File: config.mk
export PLATFORM = sky130hd
export DESIGN_NAME = ysyx_22040759_id_ex_reg_flat
export DESIGN_NICKNAME = d
export VERILOG_FILES = /design/src/rtl/ysyx_22040759_id_ex_reg_if.sv /design/src/rtl/ysyx_22040759_id_ex_reg.sv /design/src/flat_wrapper.sv
export SDC_FILE = /design/constraint.sdc
export NUM_CORES = 1
export LEC_CHECK = 0
export ABC_AREA = 0
export BUFFER_PORTS_ARGS = -buffer_cell sky130_fd_sc_hd__buf_2
export CAP_MARGIN = 40
export CORE_AREA = 2 2 260 262
export CTS_CLUSTER_SIZE = 10
export DETAILED_ROUTE_END_ITERATION = 8
export DIE_AREA = 0 0 262 264
export SLEW_MARGIN = 20
export SYNTH_ARGS = -nofsm -noshare
export SYNTH_HDL_FRONTEND = slang
export SYNTH_SLANG_ARGS = --single-unit
File: constraint.sdc
create_clock -name clock -period 2.2 [get_ports clock]
set_input_delay 0.11 -clock clock [delete_from_list [all_inputs] [get_ports clock]]
set_output_delay 0.11 -clock clock [all_outputs]
set_load 0.05 [all_outputs]
File: src/rtl/ysyx_22040759_id_ex_reg_if.sv
// ID/EX pipeline register bus: decoded ID fields, pipeline control,
// writeback snoop inputs and the registered EX-side view.
interface ysyx_22040759_id_ex_reg_if #(
    parameter int XLEN    = 64,
    parameter int RA_W    = 5,
    parameter int ALUOP_W = 5,
    parameter int CNT_W   = 32
);
    // ID stage
    logic               id_valid;
    logic [XLEN-1:0]    id_pc;
    logic [RA_W-1:0]    id_rs1;
    logic [RA_W-1:0]    id_rs2;
    logic               id_rs1_ren;
    logic               id_rs2_ren;
    logic [RA_W-1:0]    id_rd;
    logic [XLEN-1:0]    id_rs1_data;
    logic [XLEN-1:0]    id_rs2_data;
    logic [XLEN-1:0]    id_imm;
    logic               id_regwrite;
    logic               id_memread;
    logic               id_memwrite;
    logic [ALUOP_W-1:0] id_alu_op;
    // pipeline control
    logic               ex_stall;
    logic               flush;
    // writeback snoop
    logic               wb_regwrite;
    logic [RA_W-1:0]    wb_rd;
    logic [XLEN-1:0]    wb_data;
    // EX side
    logic               load_use_stall;
    logic               ex_valid;
    logic [XLEN-1:0]    ex_pc;
    logic [RA_W-1:0]    ID_EX_RegisterRs1;
    logic [RA_W-1:0]    ID_EX_RegisterRs2;
    logic [RA_W-1:0]    ex_rd;
    logic [XLEN-1:0]    ex_rs1_data;
    logic [XLEN-1:0]    ex_rs2_data;
    logic [XLEN-1:0]    ex_imm;
    logic               ex_regwrite;
    logic               ex_memread;
    logic               ex_memwrite;
    logic [ALUOP_W-1:0] ex_alu_op;
    logic [CNT_W-1:0]   bubble_cnt;

    modport master (
        output id_valid, id_pc, id_rs1, id_rs2, id_rs1_ren, id_rs2_ren, id_rd,
               id_rs1_data, id_rs2_data, id_imm, id_regwrite, id_memread,
               id_memwrite, id_alu_op, ex_stall, flush, wb_regwrite, wb_rd, wb_data,
        input  load_use_stall, ex_valid, ex_pc, ID_EX_RegisterRs1, ID_EX_RegisterRs2,
               ex_rd, ex_rs1_data, ex_rs2_data, ex_imm, ex_regwrite, ex_memread,
               ex_memwrite, ex_alu_op, bubble_cnt
    );

    modport slave (
        input  id_valid, id_pc, id_rs1, id_rs2, id_rs1_ren, id_rs2_ren, id_rd,
               id_rs1_data, id_rs2_data, id_imm, id_regwrite, id_memread,
               id_memwrite, id_alu_op, ex_stall, flush, wb_regwrite, wb_rd, wb_data,
        output load_use_stall, ex_valid, ex_pc, ID_EX_RegisterRs1, ID_EX_RegisterRs2,
               ex_rd, ex_rs1_data, ex_rs2_data, ex_imm, ex_regwrite, ex_memread,
               ex_memwrite, ex_alu_op, bubble_cnt
    );
endinterface

File: src/rtl/ysyx_22040759_id_ex_reg.sv
// ID/EX pipeline register with load-use hazard detection, writeback
// bypass on load, writeback capture while held, and a bubble counter.
module ysyx_22040759_id_ex_reg #(
    parameter int XLEN    = 64,
    parameter int RA_W    = 5,
    parameter int ALUOP_W = 5,
    parameter int CNT_W   = 32
) (
    input  logic                          clock,
    input  logic                          reset_n,
    ysyx_22040759_id_ex_reg_if.slave      bus
);
    // Per-edge update mode, in priority order.
    localparam logic [1:0] MODE_HOLD  = 2'd0;
    localparam logic [1:0] MODE_FLUSH = 2'd1;
    localparam logic [1:0] MODE_LUSE  = 2'd2;
    localparam logic [1:0] MODE_LOAD  = 2'd3;

    localparam logic [RA_W-1:0]  RA_ZERO  = {RA_W{1'b0}};
    localparam logic [CNT_W-1:0] CNT_MAX  = {CNT_W{1'b1}};
    localparam logic [CNT_W-1:0] CNT_ONE  = {{(CNT_W-1){1'b0}}, 1'b1};

    // A writeback targets register rs; x0 is never written.
    function automatic logic wbHits(input logic we, input logic [RA_W-1:0] wrd,
                                    input logic [RA_W-1:0] rs);
        return we & (wrd != RA_ZERO) & (wrd == rs);
    endfunction

    logic               exValid_r;
    logic [XLEN-1:0]    exPc_r;
    logic [RA_W-1:0]    exRs1_r;
    logic [RA_W-1:0]    exRs2_r;
    logic [RA_W-1:0]    exRd_r;
    logic [XLEN-1:0]    exRs1Data_r;
    logic [XLEN-1:0]    exRs2Data_r;
    logic [XLEN-1:0]    exImm_r;
    logic               exRegwrite_r;
    logic               exMemread_r;
    logic               exMemwrite_r;
    logic [ALUOP_W-1:0] exAluOp_r;
    logic [CNT_W-1:0]   bubbleCnt_r;

    logic               loadUseStall_s;
    logic [XLEN-1:0]    byp1_s;
    logic [XLEN-1:0]    byp2_s;
    logic               holdCap1_s;
    logic               holdCap2_s;
    logic [1:0]         mode_s;

    // Load-use detection: a load in EX whose rd is read by the valid ID instruction.
    always_comb begin
        loadUseStall_s = exValid_r & exMemread_r & (exRd_r != RA_ZERO) & bus.id_valid & ~bus.flush &
                         ((bus.id_rs1_ren & (exRd_r == bus.id_rs1)) |
                          (bus.id_rs2_ren & (exRd_r == bus.id_rs2)));
    end

    // Operand bypass from writeback so a same-cycle register write is not missed.
    always_comb begin
        byp1_s     = bus.id_rs1_data;
        byp2_s     = bus.id_rs2_data;
        holdCap1_s = exValid_r & wbHits(bus.wb_regwrite, bus.wb_rd, exRs1_r);
        holdCap2_s = exValid_r & wbHits(bus.wb_regwrite, bus.wb_rd, exRs2_r);
        if (wbHits(bus.wb_regwrite, bus.wb_rd, bus.id_rs1)) begin
            byp1_s = bus.wb_data;
        end else begin
            byp1_s = bus.id_rs1_data;
        end
        if (wbHits(bus.wb_regwrite, bus.wb_rd, bus.id_rs2)) begin
            byp2_s = bus.wb_data;
        end else begin
            byp2_s = bus.id_rs2_data;
        end
    end

    // Update mode select: hold beats flush beats load-use bubble beats load.
    always_comb begin
        mode_s = MODE_LOAD;
        if (bus.ex_stall) begin
            mode_s = MODE_HOLD;
        end else if (bus.flush) begin
            mode_s = MODE_FLUSH;
        end else if (loadUseStall_s) begin
            mode_s = MODE_LUSE;
        end else begin
            mode_s = MODE_LOAD;
        end
    end

    // Control and register-number fields; bubbles and invalid loads clear them.
    always_ff @(posedge clock or negedge reset_n) begin
        if (!reset_n) begin
            exValid_r    <= 1'b0;
            exRs1_r      <= RA_ZERO;
            exRs2_r      <= RA_ZERO;
            exRd_r       <= RA_ZERO;
            exRegwrite_r <= 1'b0;
            exMemread_r  <= 1'b0;
            exMemwrite_r <= 1'b0;
            exAluOp_r    <= {ALUOP_W{1'b0}};
        end else begin
            case (mode_s)
                MODE_HOLD: begin
                    exValid_r <= exValid_r;
                end
                MODE_FLUSH, MODE_LUSE: begin
                    exValid_r    <= 1'b0;
                    exRs1_r      <= RA_ZERO;
                    exRs2_r      <= RA_ZERO;
                    exRd_r       <= RA_ZERO;
                    exRegwrite_r <= 1'b0;
                    exMemread_r  <= 1'b0;
                    exMemwrite_r <= 1'b0;
                    exAluOp_r    <= {ALUOP_W{1'b0}};
                end
                MODE_LOAD: begin
                    exValid_r    <= bus.id_valid;
                    exRs1_r      <= bus.id_valid ? bus.id_rs1 : RA_ZERO;
                    exRs2_r      <= bus.id_valid ? bus.id_rs2 : RA_ZERO;
                    exRd_r       <= bus.id_valid ? bus.id_rd : RA_ZERO;
                    exRegwrite_r <= bus.id_valid & bus.id_regwrite;
                    exMemread_r  <= bus.id_valid & bus.id_memread;
                    exMemwrite_r <= bus.id_valid & bus.id_memwrite;
                    exAluOp_r    <= bus.id_valid ? bus.id_alu_op : {ALUOP_W{1'b0}};
                end
                default: begin
                    exValid_r <= 1'b0;
                end
            endcase
        end
    end

    // Data fields; while held, a writeback to a held source refreshes its operand.
    always_ff @(posedge clock or negedge reset_n) begin
        if (!reset_n) begin
            exPc_r      <= {XLEN{1'b0}};
            exRs1Data_r <= {XLEN{1'b0}};
            exRs2Data_r <= {XLEN{1'b0}};
            exImm_r     <= {XLEN{1'b0}};
        end else begin
            case (mode_s)
                MODE_HOLD: begin
                    if (holdCap1_s) begin
                        exRs1Data_r <= bus.wb_data;
                    end
                    if (holdCap2_s) begin
                        exRs2Data_r <= bus.wb_data;
                    end
                end
                MODE_FLUSH, MODE_LUSE: begin
                    exPc_r <= exPc_r;
                end
                MODE_LOAD: begin
                    exPc_r      <= bus.id_pc;
                    exRs1Data_r <= byp1_s;
                    exRs2Data_r <= byp2_s;
                    exImm_r     <= bus.id_imm;
                end
                default: begin
                    exPc_r <= exPc_r;
                end
            endcase
        end
    end

    // Saturating count of load-use bubbles.
    always_ff @(posedge clock or negedge reset_n) begin
        if (!reset_n) begin
            bubbleCnt_r <= {CNT_W{1'b0}};
        end else if ((mode_s == MODE_LUSE) && (bubbleCnt_r != CNT_MAX)) begin
            bubbleCnt_r <= bubbleCnt_r + CNT_ONE;
        end
    end

    assign bus.load_use_stall    = loadUseStall_s;
    assign bus.ex_valid          = exValid_r;
    assign bus.ex_pc             = exPc_r;
    assign bus.ID_EX_RegisterRs1 = exRs1_r;
    assign bus.ID_EX_RegisterRs2 = exRs2_r;
    assign bus.ex_rd             = exRd_r;
    assign bus.ex_rs1_data       = exRs1Data_r;
    assign bus.ex_rs2_data       = exRs2Data_r;
    assign bus.ex_imm            = exImm_r;
    assign bus.ex_regwrite       = exRegwrite_r;
    assign bus.ex_memread        = exMemread_r;
    assign bus.ex_memwrite       = exMemwrite_r;
    assign bus.ex_alu_op         = exAluOp_r;
    assign bus.bubble_cnt        = bubbleCnt_r;
endmodule

File: src/flat_wrapper.sv
// flat-port wrapper written by rule: the top's interface ports become plain ports
module ysyx_22040759_id_ex_reg_flat 
#(
    parameter int XLEN    = 64,
    parameter int RA_W    = 5,
    parameter int ALUOP_W = 5,
    parameter int CNT_W   = 32
)
  (clock, reset_n, bus_id_valid, bus_id_pc, bus_id_rs1, bus_id_rs2, bus_id_rs1_ren, bus_id_rs2_ren, bus_id_rd, bus_id_rs1_data, bus_id_rs2_data, bus_id_imm, bus_id_regwrite, bus_id_memread, bus_id_memwrite, bus_id_alu_op, bus_ex_stall, bus_flush, bus_wb_regwrite, bus_wb_rd, bus_wb_data, bus_load_use_stall, bus_ex_valid, bus_ex_pc, bus_ID_EX_RegisterRs1, bus_ID_EX_RegisterRs2, bus_ex_rd, bus_ex_rs1_data, bus_ex_rs2_data, bus_ex_imm, bus_ex_regwrite, bus_ex_memread, bus_ex_memwrite, bus_ex_alu_op, bus_bubble_cnt);
  ysyx_22040759_id_ex_reg_if #(.XLEN(XLEN), .RA_W(RA_W), .ALUOP_W(ALUOP_W), .CNT_W(CNT_W)) bus_i ();
  input  logic clock;
  input  logic reset_n;
  input wire logic [$bits(bus_i.id_valid)-1:0] bus_id_valid;
  input wire logic [$bits(bus_i.id_pc)-1:0] bus_id_pc;
  input wire logic [$bits(bus_i.id_rs1)-1:0] bus_id_rs1;
  input wire logic [$bits(bus_i.id_rs2)-1:0] bus_id_rs2;
  input wire logic [$bits(bus_i.id_rs1_ren)-1:0] bus_id_rs1_ren;
  input wire logic [$bits(bus_i.id_rs2_ren)-1:0] bus_id_rs2_ren;
  input wire logic [$bits(bus_i.id_rd)-1:0] bus_id_rd;
  input wire logic [$bits(bus_i.id_rs1_data)-1:0] bus_id_rs1_data;
  input wire logic [$bits(bus_i.id_rs2_data)-1:0] bus_id_rs2_data;
  input wire logic [$bits(bus_i.id_imm)-1:0] bus_id_imm;
  input wire logic [$bits(bus_i.id_regwrite)-1:0] bus_id_regwrite;
  input wire logic [$bits(bus_i.id_memread)-1:0] bus_id_memread;
  input wire logic [$bits(bus_i.id_memwrite)-1:0] bus_id_memwrite;
  input wire logic [$bits(bus_i.id_alu_op)-1:0] bus_id_alu_op;
  input wire logic [$bits(bus_i.ex_stall)-1:0] bus_ex_stall;
  input wire logic [$bits(bus_i.flush)-1:0] bus_flush;
  input wire logic [$bits(bus_i.wb_regwrite)-1:0] bus_wb_regwrite;
  input wire logic [$bits(bus_i.wb_rd)-1:0] bus_wb_rd;
  input wire logic [$bits(bus_i.wb_data)-1:0] bus_wb_data;
  output wire logic [$bits(bus_i.load_use_stall)-1:0] bus_load_use_stall;
  output wire logic [$bits(bus_i.ex_valid)-1:0] bus_ex_valid;
  output wire logic [$bits(bus_i.ex_pc)-1:0] bus_ex_pc;
  output wire logic [$bits(bus_i.ID_EX_RegisterRs1)-1:0] bus_ID_EX_RegisterRs1;
  output wire logic [$bits(bus_i.ID_EX_RegisterRs2)-1:0] bus_ID_EX_RegisterRs2;
  output wire logic [$bits(bus_i.ex_rd)-1:0] bus_ex_rd;
  output wire logic [$bits(bus_i.ex_rs1_data)-1:0] bus_ex_rs1_data;
  output wire logic [$bits(bus_i.ex_rs2_data)-1:0] bus_ex_rs2_data;
  output wire logic [$bits(bus_i.ex_imm)-1:0] bus_ex_imm;
  output wire logic [$bits(bus_i.ex_regwrite)-1:0] bus_ex_regwrite;
  output wire logic [$bits(bus_i.ex_memread)-1:0] bus_ex_memread;
  output wire logic [$bits(bus_i.ex_memwrite)-1:0] bus_ex_memwrite;
  output wire logic [$bits(bus_i.ex_alu_op)-1:0] bus_ex_alu_op;
  output wire logic [$bits(bus_i.bubble_cnt)-1:0] bus_bubble_cnt;
  assign bus_i.id_valid = bus_id_valid;
  assign bus_i.id_pc = bus_id_pc;
  assign bus_i.id_rs1 = bus_id_rs1;
  assign bus_i.id_rs2 = bus_id_rs2;
  assign bus_i.id_rs1_ren = bus_id_rs1_ren;
  assign bus_i.id_rs2_ren = bus_id_rs2_ren;
  assign bus_i.id_rd = bus_id_rd;
  assign bus_i.id_rs1_data = bus_id_rs1_data;
  assign bus_i.id_rs2_data = bus_id_rs2_data;
  assign bus_i.id_imm = bus_id_imm;
  assign bus_i.id_regwrite = bus_id_regwrite;
  assign bus_i.id_memread = bus_id_memread;
  assign bus_i.id_memwrite = bus_id_memwrite;
  assign bus_i.id_alu_op = bus_id_alu_op;
  assign bus_i.ex_stall = bus_ex_stall;
  assign bus_i.flush = bus_flush;
  assign bus_i.wb_regwrite = bus_wb_regwrite;
  assign bus_i.wb_rd = bus_wb_rd;
  assign bus_i.wb_data = bus_wb_data;
  assign bus_load_use_stall = bus_i.load_use_stall;
  assign bus_ex_valid = bus_i.ex_valid;
  assign bus_ex_pc = bus_i.ex_pc;
  assign bus_ID_EX_RegisterRs1 = bus_i.ID_EX_RegisterRs1;
  assign bus_ID_EX_RegisterRs2 = bus_i.ID_EX_RegisterRs2;
  assign bus_ex_rd = bus_i.ex_rd;
  assign bus_ex_rs1_data = bus_i.ex_rs1_data;
  assign bus_ex_rs2_data = bus_i.ex_rs2_data;
  assign bus_ex_imm = bus_i.ex_imm;
  assign bus_ex_regwrite = bus_i.ex_regwrite;
  assign bus_ex_memread = bus_i.ex_memread;
  assign bus_ex_memwrite = bus_i.ex_memwrite;
  assign bus_ex_alu_op = bus_i.ex_alu_op;
  assign bus_bubble_cnt = bus_i.bubble_cnt;
  ysyx_22040759_id_ex_reg #(.XLEN(XLEN), .RA_W(RA_W), .ALUOP_W(ALUOP_W), .CNT_W(CNT_W)) u_core (.clock(clock), .reset_n(reset_n), .bus(bus_i));
endmodule
* Yosys cells after proc, flatten, opt, wreduce, memory -nomap -nowiden
Index checks and enable logic that the tools add are counted.
** Word-level totals
- Flip-flop bits (word level) :: 312
- Bits of input ports :: 356
** Operators by class
- Equal/unequal tests :: 12
- Reduce and logical (&&, ||, !) cells :: 9
- Multiplexer cells :: 21
- Add/subtract/negate cells :: 1
- Bitwise operators :: 19
** Operator list (number)
- 64-bit two-way mux :: 4
- 64-bit one-hot mux with 2 select lines :: 2
- 5-bit one-hot mux with 2 select lines :: 4
- 32-bit by 1-bit adder with 32-bit output (second input constant) :: 1
- 32-bit != test (second input constant) :: 1
- 5-bit == test :: 6
- 5-bit two-way mux :: 4
- 1-bit bitwise AND :: 17
- 5-bit nonzero test :: 2
- 1-bit one-hot mux with 2 select lines :: 4
- 2-bit == test (second input constant) :: 2
- 2-bit two-way mux :: 2
- 2-bit by 1-bit != test with 1-bit output (second input constant) :: 2
- 2-bit AND reduction :: 2
- 2-bit nonzero test :: 2
- 2-bit by 1-bit == test with 1-bit output (second input constant) :: 1
- 2-bit logical NOT :: 1
- 2-bit OR reduction :: 1
- 1-bit logical AND :: 1
- 1-bit two-way mux :: 1
- 1-bit inverter :: 1
- 1-bit OR :: 1

* Longest topological paths before layout
Gate-level depths: netlist of the first run.
- Word-level depth :: 11
- Gate-level depth with buffers :: 9
- Gate-level depth less buffers :: 6

* Least setup slack after synthesis of the first run
Ideal clock, no wire load.
- Path kind :: flip-flop to flip-flop
- From :: reg u_core.exRd_r[1], in the netlist u_core.bus.ex_rd[1]
- To :: reg u_core.exImm_r[24], in the netlist u_core.bus.ex_imm[24]
- Arrival :: 2.450 ns
- Slack :: -0.375 ns
- Stages on the path, launching flop included :: 9
- Data required time :: 2.075 ns
- Cell sequence :: dfrtp_1 xnor2_1 nand4_1 o22a_1 clkbuf_1 o21ai_1 clkbuf_1 buf_2 mux2_2
** On the way
- Word-level cells in the longest chain between the ends :: 9
** RTL lines
- start: declaration :: line ysyx_22040759_id_ex_reg.sv:33 : logic [RA_W-1:0] exRd_r;
- start signal: assignment :: line ysyx_22040759_id_ex_reg.sv:119 : exRd_r <= bus.id_valid ? bus.id_rd : RA_ZERO;
- 5-bit nonzero test :: line ysyx_22040759_id_ex_reg.sv:52 : loadUseStall_s = exValid_r & exMemread_r & (exRd_r != RA_ZERO) & bus.id_valid & ~bus.flush &
- 1-bit bitwise AND (3 in series) :: line ysyx_22040759_id_ex_reg.sv:52
- 1-bit bitwise AND (*) :: line ysyx_22040759_id_ex_reg.sv:52
- 1-bit two-way mux (*) :: line ysyx_22040759_id_ex_reg.sv:82 : end else if (loadUseStall_s) begin
- 2-bit two-way mux (*) :: line ysyx_22040759_id_ex_reg.sv:80 : end else if (bus.flush) begin
- 2-bit two-way mux (*) :: line ysyx_22040759_id_ex_reg.sv:78 : if (bus.ex_stall) begin
- 2-bit == test (*) :: line ysyx_22040759_id_ex_reg.sv:140 : case (mode_s)
- end signal: assignment :: line ysyx_22040759_id_ex_reg.sv:138 : exImm_r <= {XLEN{1'b0}};
- end signal: assignment :: line ysyx_22040759_id_ex_reg.sv:156 : exImm_r <= bus.id_imm;
- end: declaration :: line ysyx_22040759_id_ex_reg.sv:36 : logic [XLEN-1:0] exImm_r;
Every way passes the cells marked *; elsewhere a longest branch is shown, timed or not.
A chain may end at the register's enable or synchronous reset.

* Worst setup path after layout of the first run
- From :: reg u_core.exRd_r[0], in the netlist u_core.bus.ex_rd[0]
- To :: reg u_core.exPc_r[18], in the netlist u_core.bus.ex_pc[18]
** On the way
- Word-level cells in the longest chain between the ends :: 9
** RTL lines
- 5-bit nonzero test :: line ysyx_22040759_id_ex_reg.sv:52
- 1-bit bitwise AND (3 in series) :: line ysyx_22040759_id_ex_reg.sv:52
- 1-bit bitwise AND (*) :: line ysyx_22040759_id_ex_reg.sv:52
- 1-bit two-way mux (*) :: line ysyx_22040759_id_ex_reg.sv:82
- 2-bit two-way mux (*) :: line ysyx_22040759_id_ex_reg.sv:80
- 2-bit two-way mux (*) :: line ysyx_22040759_id_ex_reg.sv:78
- 2-bit == test (*) :: line ysyx_22040759_id_ex_reg.sv:140
- end signal: assignment :: line ysyx_22040759_id_ex_reg.sv:135 : exPc_r <= {XLEN{1'b0}};
- end signal: assignment :: line ysyx_22040759_id_ex_reg.sv:150 : exPc_r <= exPc_r;
- end signal: assignment :: line ysyx_22040759_id_ex_reg.sv:153 : exPc_r <= bus.id_pc;
- end: declaration :: line ysyx_22040759_id_ex_reg.sv:30 : logic [XLEN-1:0] exPc_r;
Marked as above.

==> reports/summary.txt, run 1 <==
Initial detailed-routing violation count: 1,630
TritonCTS Sinks: 312
Count of cell types in the netlist: 58
Clk buf depth: 3
# IOs: 669
Root Buffer: clkbuf_16
Initial Util: 24.2%
Fillers: 6,163
Maximum VDD drop: 657 µV
Sw Share: 38.3%
Share of power burned in the clock network: 31.3%
ANT nets after route: 0
Hold_ws: 0.0977 ns
HPWL Detailed: 55.1 mm
CTS tree: yes
Switch Pwr: 7.61 mW
EDFF count, synth: 0
Pwr dens: 718 nW/µm²
Worst Setup End Kind: flop
Tot GR Track Use: 22.8%
I/O Buffers: 668
Worst skew pair latency: 0.56 ns
Syn Std Cell Area: 16,100 µm²
Reg-to-Reg Start: u_core.bus.ex_rd[0]
H-tree lvl count: 2
Hold Startpoint: bus_id_rs2_data[13]
Logic gate share of total power: 33.7%
Largest fanout on the critical path: 8
Hold Crit Class: input port to flop
Residual DRC: 0
Largest net degree at the start of global routing: 78
Number of synthesis warnings: 0
Final setup violation count: 236
Max cap viols: 0
Sequential power share: 35.0%
Synth area leaders: dfrtp_1, mux2_2, a311o_1, a221oi_1, o31ai_1
Die Area: 69,200 µm²
Final RePlAce weighted congestion: 0.894
Status: complete, but fails checks
Final worst slack: -0.150 ns
Total gr overflow: 0
Depth of the worst hold-timing path: 4
Clock buffer count from CTS: 40
Fin util: 41.6%
Number of global-route vias before repair: 18,600
Die X: 262 µm
Worst EP arrival: 2.78 ns
Cell count after synthesis: 1,408
Internal Power: 12.3 mW
Clock skew: 0.0240 ns
Final wirelength: 85.9 mm
Top-area cell type share of the netlist area: 48.5%
DP Worst Slack: -0.345 ns
Clock transition at path regs: 0.06 ns
RSZ-0062 raised after global routing: yes
Mapped Nets: 1,765
FF+latch count, synth: 312
Period utilization: 107%
Mapped Avg Cell Area: 11.4 µm²
Max-slew violation count: 0
Worst Setup Start Kind: flop
Most frequent cells after synthesis: dfrtp_1, mux2_2, clkbuf_1
Crit path from: u_core.bus.ex_rd[0]
WP data required: 2.63 ns
Failing checks: setup timing
DIE HEIGHT: 264 µm
Final Power: 19.9 mW
Pre-antenna DRT Iters: 6
Min Tclk post-route: 2.35 ns
Share of cells above drive strength 1: 49.9%
FFs w/ async S/R, synth: 100%
Seq. cell area: 7840 µm²
Main synth FF type: dfrtp_1
Worst slew margin: 37.5%
Multi-input gate area: 8220 µm²
Row Count: 95
Worst Max-Slew Pin Slew: 0.930 ns
Avg Vias per Cell: 5.36
Drt wl/cell: 25.6 µm
Core region area: 66,600 µm²
Nets@finish: 2,804
FF-to-FF path depth: 10
Crit path kind: flop to flop
Count leader, synth: dfrtp_1
Leakage Power: 12.7 nW
Via count of the routed design: 17,900
Sequential area share after synthesis: 48.5%
Initial antenna violation count: 12
Synth area leader: dfrtp_1
Area delta synth->final: 72.0%
First-pass GRT wire length: 119 mm
F_max: 425 MHz
Final hold violations: 0
==> per-layer routing <==
metal	wire, µm	global-route usage [%]	up-vias
li1	-	-	7614
met1	31900	26.4	8928
met2	41600	38.6	1119
met3	7490	5.86	283
met4	4800	11.9	4
met5	27	0	-
==> registers in the layout, indices dropped and copies added (netlist names) <==
name                          cells
u_core.bus.ex_imm                64
u_core.bus.ex_rs2_data           64
u_core.bus.ex_regwrite            1
u_core.bus.ex_rd                  5
u_core.bus.bubble_cnt            32
u_core.bus.ex_valid               1
u_core.bus.ID_EX_RegisterRs2      5
u_core.bus.ex_rs1_data           64
u_core.bus.ID_EX_RegisterRs1      5
u_core.bus.ex_memwrite            1
u_core.bus.ex_alu_op              5
u_core.bus.ex_memread             1
u_core.bus.ex_pc                 64
==> what timing repair did <==
action                                  CTS  global route
pin swaps                                24            82
hold buffers                            281             0
resized for setup                        82           163
setup buffers                            24            23
cloned                                    9            21
endpoints found under the setup margin  272           306
endpoints found under the hold margin   335             0
==> path summary, 6_finish.rpt <==
path,end,slack [ns]
max in group asynchronous,u_core.bus.ex_pc[7],1.21
max reg2reg,u_core.bus.ex_pc[18],-0.15
min,u_core.bus.ex_rs2_data[13],0.1
min in group asynchronous,u_core.bus.ex_rs1_data[32],0.23
min reg2reg,u_core.bus.bubble_cnt[27],0.47
max,u_core.bus.ex_pc[18],-0.15
==> stage by stage <==
stage / TNS, ns / cells / instance area [µm²]
after global placement: -18.76 / 2925 / 21500
after floorplan: -3.02 / 1408 / 16200
after CTS: -9.21 / 3301 / 26300
final: -21.62 / 3350 / 27700
after detailed placement: -21.83 / 2926 / 21500
after global routing: -36.38 / 3350 / 27700
==> cells by family after synthesis <==
family          Yosys count  share of synthesized area, %
xor+xnor                 61                          3.32
buf+inv                 232                          6.38
fa+ha+maj                 1                        0.0777
simple gates            276                          10.0
flops                   312                          48.5
compound gates          397                          22.7
mux                     129                          9.02
==> critical path: stages (launching register included) <==
cell	delay (ns)
dfrtp_2	0.41
buf_4	0.16
xnor2_2	0.15
nand4_1	0.14
o22a_2	0.24
buf_6	0.13
o21ai_4	0.16
buf_12	0.16
buf_16	0.15
clkbuf_16	0.19
mux2_4	0.32
==> power groups by stage <==
stage | registers, mW | clock network (mW) | logic (mW)
final | 6.96 | 6.23 | 6.70
after floorplan | 9.40 | 0 | 1.32
after CTS | 6.91 | 6.32 | 6.41
after global placement | 6.96 | 0 | 5.81
after global routing | 7.02 | 6.56 | 6.96
after detailed placement | 6.98 | 0 | 5.89
==> layout make-up <==
class	count	share of cell area, %
diodes	10	0.0903
clock buffers	56	4.15
clock inverters	6	0.172
inverters	72	0.975
multi-input cells	864	29.7
flip-flops and latches	312	28.3
well taps	873	3.94
repair buffers	1157	32.7
==> cells in the final DEF, fill, tap and decap left out, types with 5 or more instances in the layout <==
cell and count:
a221o_1 28, a221oi_1 39, a221oi_2 24, a22o_1 23, a311o_1 64, a32oi_1 23, a32oi_2 13, and2_1 53
and2_4 12, and3_1 6, and4_1 6, buf_12 47, buf_16 12, buf_2 666, buf_4 92, buf_6 26
buf_8 16, clkbuf_1 7, clkbuf_16 57, clkbuf_8 9, dfrtp_1 283, dfrtp_2 29, diode_2 10, dlygate4sd3_1 281
inv_1 72, mux2_2 87, mux2_4 42, nand2_1 13, nand3_1 16, nand4_1 75, nor2_1 38, nor4_2 10
nor4_4 9, o211ai_1 31, o221ai_2 31, o2bb2ai_1 28, o31ai_1 64, xnor2_1 26, xnor2_2 5, xor2_1 30
Note: power is estimated with default switching activity, not from simulation.
==> run 2: changes to the inputs <==
--- a/config.mk
+++ b/config.mk
@@ -5,13 +5,13 @@
 export SDC_FILE = /design/constraint.sdc
 export NUM_CORES = 1
 export LEC_CHECK = 0
-export ABC_AREA = 0
+export ABC_AREA = 1
 export BUFFER_PORTS_ARGS = -buffer_cell sky130_fd_sc_hd__buf_2
 export CAP_MARGIN = 40
-export CORE_AREA = 2 2 260 262
+export CORE_AREA = 2 2 263 265
 export CTS_CLUSTER_SIZE = 10
 export DETAILED_ROUTE_END_ITERATION = 8
-export DIE_AREA = 0 0 262 264
+export DIE_AREA = 0 0 265 267
 export SLEW_MARGIN = 20
 export SYNTH_ARGS = -nofsm -noshare
 export SYNTH_HDL_FRONTEND = slang
==> reports/summary.txt, run 2 <==
Pre-antenna DRT Iters: 6
Hold Startpoint: bus_flush
Worst EP arrival: 1.98 ns
Leading cell type in the layout, fill and taps excluded: nand2_1
EDFF count, synth: 0
Clock buffer count from CTS: 40
Crit-path most repeated cell: nand2_1
Synth area leaders: dfrtp_1, nand2_1, nand3_1, nand4_1, inv_1
Simple-Gate Fraction of Synth Area: 37.3%
Adder-cell share of the synthesized area: 0.0800%
Clk buf depth: 3
Avg Vias per Cell: 4.60
Gr busiest metal: met2
First-pass GRT wire length: 107 mm
Worst-path cell chain: nand2_1, nand2_1, nor2_1, nand3_2, nand2_4, nand2_8, buf_12, buf_16, clkinv_4, buf_8
# IOs: 669
Via count of the routed design: 18,200
Top-area cell type share of the netlist area: 49.9%
Logic gate share of total power: 31.1%
Hold_ws: 0.0897 ns
Synth Area in XOR/XNOR: 1.85%
Worst skew pair latency: 0.56 ns
Count of cell types in the netlist: 30
Row Count: 96
Largest fanout on the critical path: 8
Cell count after synthesis: 2,045
Max-slew violation count: 0
Period utilization: 95.1%
FFs w/ async S/R, synth: 100%
FF+latch count, synth: 312
Sequential area share after synthesis: 49.9%
Syn Std Cell Area: 15,600 µm²
Largest net degree at the start of global routing: 79
TritonCTS Sinks: 312
Share of power burned in the clock network: 33.5%
Sw Share: 37.7%
Area delta synth->final: 61.7%
Compound-Gate Fraction of Synth Area: 1.34%
Number of global-route vias before repair: 18,500
Synth area leader: dfrtp_1
Total gr overflow: 0
HPWL Detailed: 49.1 mm
M2 GR Usage: 32.0%
Worst path max stage delay: 0.43 ns
Die X: 265 µm
Initial detailed-routing violation count: 1,553
H-tree lvl count: 2
Switch Pwr: 7.32 mW
Largest family of logic cells by synthesized area: simple AND/OR/NAND/NOR gates
Internal Power: 12.1 mW
Slack of the worst reg-to-reg path: 0.13 ns
Final RePlAce weighted congestion: 0.900
FF-to-FF End: u_core.bus.ID_EX_RegisterRs1[3]
Worst path slowest cell: dfrtp_1
Crit path kind: flop to output pin
Status: completed
I/O Buffers: 668
Min Tclk post-route: 2.09 ns
WP data required: 2.09 ns
Maximum VDD drop: 452 µV
Worst Setup Start Kind: flop
Worst Setup End Kind: output pin
Tot GR Track Use: 19.5%
Residual DRC: 0
Worst Max-Slew Pin Slew: 0.763 ns
Clock transition at path regs: 0.05 ns
Final worst slack: 0.107 ns
Number of synthesis warnings: 0
Clock skew: 0.0141 ns
Initial antenna violation count: 6
Count leader, synth: nand2_1
Most frequent cells after synthesis: nand2_1, dfrtp_1, nand3_1
Share of cells above drive strength 1: 27.5%
Sequential power share: 35.4%
Mapped Avg Cell Area: 7.65 µm²
Final setup TNS: 0 ns
M3 GR Usage: 4.97%
Drt wl/cell: 18.4 µm
Final setup violation count: 0
Final std cells w/o fill: 3,954
F_max: 478 MHz
Dpl cells: 3,529
CTS tree: yes
Main synth FF type: dfrtp_1
Depth of the worst hold-timing path: 4
Initial Util: 23.0%
Worst slew margin: 49.2%
Final wirelength: 72.8 mm
ANT nets after route: 0
Most frequent cells in the layout: nand2_1, buf_2, dlygate4sd3_1
Final hold violations: 0
Global routing usage on met1: 24.3%
Max cap viols: 0
Pwr dens: 767 nW/µm²
Root Buffer: clkbuf_16
Leakage Power: 13.6 nW
Reg-to-Reg Start: u_core.bus.ex_rd[3]
Hold worst-path end: u_core.bus.bubble_cnt[30]
Hold Crit Class: input port to flop
DIE HEIGHT: 267 µm
Die Area: 70,800 µm²
DP Worst Slack: 0.229 ns
Mapped Nets: 2,402
FF-to-FF path depth: 11
Post-synthesis mux area share: 0%
Fillers: 6,892
Nets@finish: 3,408
Core region area: 68,000 µm²
## run 2: power by group through the flow
stage / logic, mW / registers, mW / clock network (mW)
3_5_place_dp: 5.48 / 6.92 / 0
2_1_floorplan: 1.20 / 9.34 / 0
6_report: 6.04 / 6.86 / 6.50
3_3_place_gp: 5.45 / 6.92 / 0
5_1_grt: 6.44 / 6.92 / 6.89
4_1_cts: 5.99 / 6.84 / 6.67
## run 2: how the worst max path moves through the flow
stage	cells past startpoint	slack (ns)	endpoint	startpoint
after global placement	9	0.26	u_core.bus.bubble_cnt[26]	u_core.bus.bubble_cnt[1]
after detailed placement	14	0.23	u_core.bus.ex_rs1_data[48]	u_core.bus.ex_rd[1]
after global routing	11	-0.01	bus_load_use_stall	u_core.bus.ex_rd[4]
final	10	0.11	bus_load_use_stall	u_core.bus.ex_rd[1]
after CTS	11	0.006	bus_load_use_stall	u_core.bus.ex_rd[1]
after floorplan	9	0.12	u_core.bus.bubble_cnt[16]	u_core.bus.bubble_cnt[0]
## run 2: repair_timing
action,4_1_cts,5_1_grt
hold buffers,347,0
pin swaps,4,7
cloned,3,3
endpoints found under the hold margin,344,0
buffers inserted,2,7
endpoints found under the setup margin,1,226
resized for setup,5,21
## run 2: cells by family after synthesis
logic type,Yosys count
AOI/OAI and AO/OA,41
and+or+nand+nor,1338
adders and majority gates,1
buffers and inverters,320
DFF,312
xor gates and xnor gates,33
## run 2: worst max-delay path: cells and delay by family, from the launching register on
family / cells / cell delay (ns)
buf+inv: 4 / 0.43
flops: 1 / 0.43
simple gates: 6 / 0.54
## run 2: per-stage QoR
step / util, % / power [mW] / instance area (µm²)
6_report: 37.2 / 19.4 / 25300
4_1_cts: 36.9 / 19.5 / 25100
3_5_place_dp: 29.8 / 12.4 / 20200
5_1_grt: 37.2 / 20.3 / 25300
2_1_floorplan: - / 10.5 / 15600
3_3_place_gp: 29.8 / 12.4 / 20200
## run 2: final cells by class
cell class	instances	area, µm²	share of cell area [%]
well taps	882	1100	4.36
repair buffers	1098	8010	31.7
diodes	1	2.50	0.00989
inverters	186	706	2.79
clock inverters	6	91.3	0.361
clock buffers	56	1170	4.64
flip-flops and latches	312	7810	30.9
multi-input cells	1413	6400	25.3
## run 2: metal layers
metal	vias up	routed length [µm]
met4	6	2540
met1	8485	29800
met3	214	5880
met2	937	34600
li1	8536	-
met5	-	40
==> run 3: changes to the inputs <==
==> constraint.sdc (replaced) <==
create_clock -name clock -period 2.2 [get_ports clock]
set_input_delay 0 -clock clock [delete_from_list [all_inputs] [get_ports clock]]
set_output_delay 0 -clock clock [all_outputs]
set_load 0.05 [all_outputs]
==> reports/summary.txt, run 3 (synthesized netlist as in run 2, its figures left out) <==
Die X: 265 µm
Hold_ws: 0.0802 ns
First-pass GRT wire length: 105 mm
H-tree lvl count: 2
FF-to-FF path depth: 10
Initial Util: 23.0%
Kind of cell adding the most delay to the critical path: simple AND/OR/NAND/NOR gates
WP data required: 2.20 ns
Final wirelength: 70.4 mm
Worst path slowest cell: dfrtp_1
Final worst slack: 0.160 ns
Status: completed
Largest net degree at the start of global routing: 79
Final RePlAce weighted congestion: 0.901
Worst Setup Start Kind: flop
RSZ-0062 raised after global routing: no
Worst Path Buf+Inv: 4
Area delta synth->final: 59.4%
Leakage Power: 13.4 nW
Clk buf depth: 3
FF-to-FF End: u_core.bus.ID_EX_RegisterRs2[0]
Nets@finish: 3,396
Final hold violations: 0
Drt wl/cell: 17.8 µm
Pwr dens: 763 nW/µm²
Avg Vias per Cell: 4.54
Depth of the worst hold-timing path: 5
Fillers: 6,879
Period utilization: 92.7%
# IOs: 669
Worst Setup End Kind: output pin
Setup Fix Bufs, Post-CTS: 0
Crit path from: u_core.bus.ex_rd[1]
Pre-antenna DRT Iters: 6
CTS tree: yes
DIE HEIGHT: 267 µm
Fin util: 36.7%
Clock skew: 0.0237 ns
Post-route cell area: 24,900 µm²
Worst skew pair latency: 0.56 ns
Share of cells above drive strength 1: 26.5%
Row Count: 96
Max cap viols: 0
CP Depth: 10
Tot GR Track Use: 18.9%
Die Area: 70,800 µm²
TritonCTS Sinks: 312
Initial antenna violation count: 10
Initial detailed-routing violation count: 1,309
Clock buffer count from CTS: 39
Root Buffer: clkbuf_16
Most frequent cells in the layout: nand2_1, buf_2, dlygate4sd3_1
Slack of the worst reg-to-reg path: 0.18 ns
Min Tclk post-route: 2.04 ns
Worst-path cell chain: inv_2, nand2_1, nand2_1, nor2_2, nand3_1, nand2_2, nand2_8, buf_16, inv_2, buf_6
Largest fanout on the critical path: 15
Maximum VDD drop: 413 µV
DP Worst Slack: 0.205 ns
Final std cells w/o fill: 3,944
Leading cell type in the layout, fill and taps excluded: nand2_1
Number of global-route vias before repair: 17,900
Final setup violation count: 0
Worst EP arrival: 2.04 ns
Final Power: 19.0 mW
Worst path max stage delay: 0.42 ns
Dpl cells: 3,523
Hold Crit Class: input port to flop
HPWL Detailed: 48.6 mm
Worst Max-Slew Pin Slew: 0.839 ns
ANT nets after route: 0
Post-DP Area: 20,100 µm²
F_max: 490 MHz
Max-slew violation count: 0
Core region area: 68,000 µm²
Worst slew margin: 44.1%
Crit path to: bus_load_use_stall
Total gr overflow: 0
Final setup TNS: 0 ns
Via count of the routed design: 17,900
Clock transition at path regs: 0.05 ns
Crit path kind: flop to output pin
Reg-to-Reg Start: u_core.bus.ex_rd[1]
I/O Buffers: 668
Residual DRC: 0
-- run 3: worst min path at each step --
stage                     startpoint                               to  slack (ns)
after floorplan              reset_n  u_core.bus.ID_EX_RegisterRs1[0]       -0.30
after global placement       reset_n             u_core.bus.ex_pc[21]       -0.04
after detailed placement     reset_n             u_core.bus.ex_pc[21]       -0.04
after CTS                  bus_flush        u_core.bus.bubble_cnt[12]        0.05
after global routing       bus_flush        u_core.bus.bubble_cnt[18]         0.1
final                      bus_flush        u_core.bus.bubble_cnt[15]        0.08
-- run 3: worst register-to-register path: cells and delay by family (launching register included) --
kind | cells | cell delay (ns)
compound gates | 1 | 0.10
buf+inv | 2 | 0.62
flops | 1 | 0.42
simple gates | 7 | 0.76
-- run 3: power breakdown --
group / internal, mW / switching, mW
logic: 1.72 / 4.26
registers: 6.43 / 0.426
clock network: 3.64 / 2.55
total: 11.8 / 7.23
-- run 3: final cells by class --
type	instances	area, µm²	area share [%]
sequential	312	7810	31.3
antenna	5	12.5	0.0502
tap	882	1100	4.43
inverter	186	701	2.81
multi-input combinational	1413	6380	25.6
clock buffer	54	1080	4.34
timing repair buffer	1087	7760	31.1
clock inverter	5	90.1	0.361
-- run 3: what timing repair did --
| item | in CTS | in global routing |
|---|---|---|
| hold endpoints to repair | 592 | 0 |
| gates cloned | 0 | 2 |
| pin swaps | 0 | 2 |
| resized for setup | 2 | 6 |
| setup endpoints to repair | 1 | 9 |
| hold buffers | 356 | 0 |
-- run 3: per-layer routing --
layer | wire length [µm] | GRT usage, %
met4 | 2430 | 7.44
met1 | 28700 | 23.4
met2 | 33600 | 31.5
met5 | 40 | 0
met3 | 5560 | 4.68
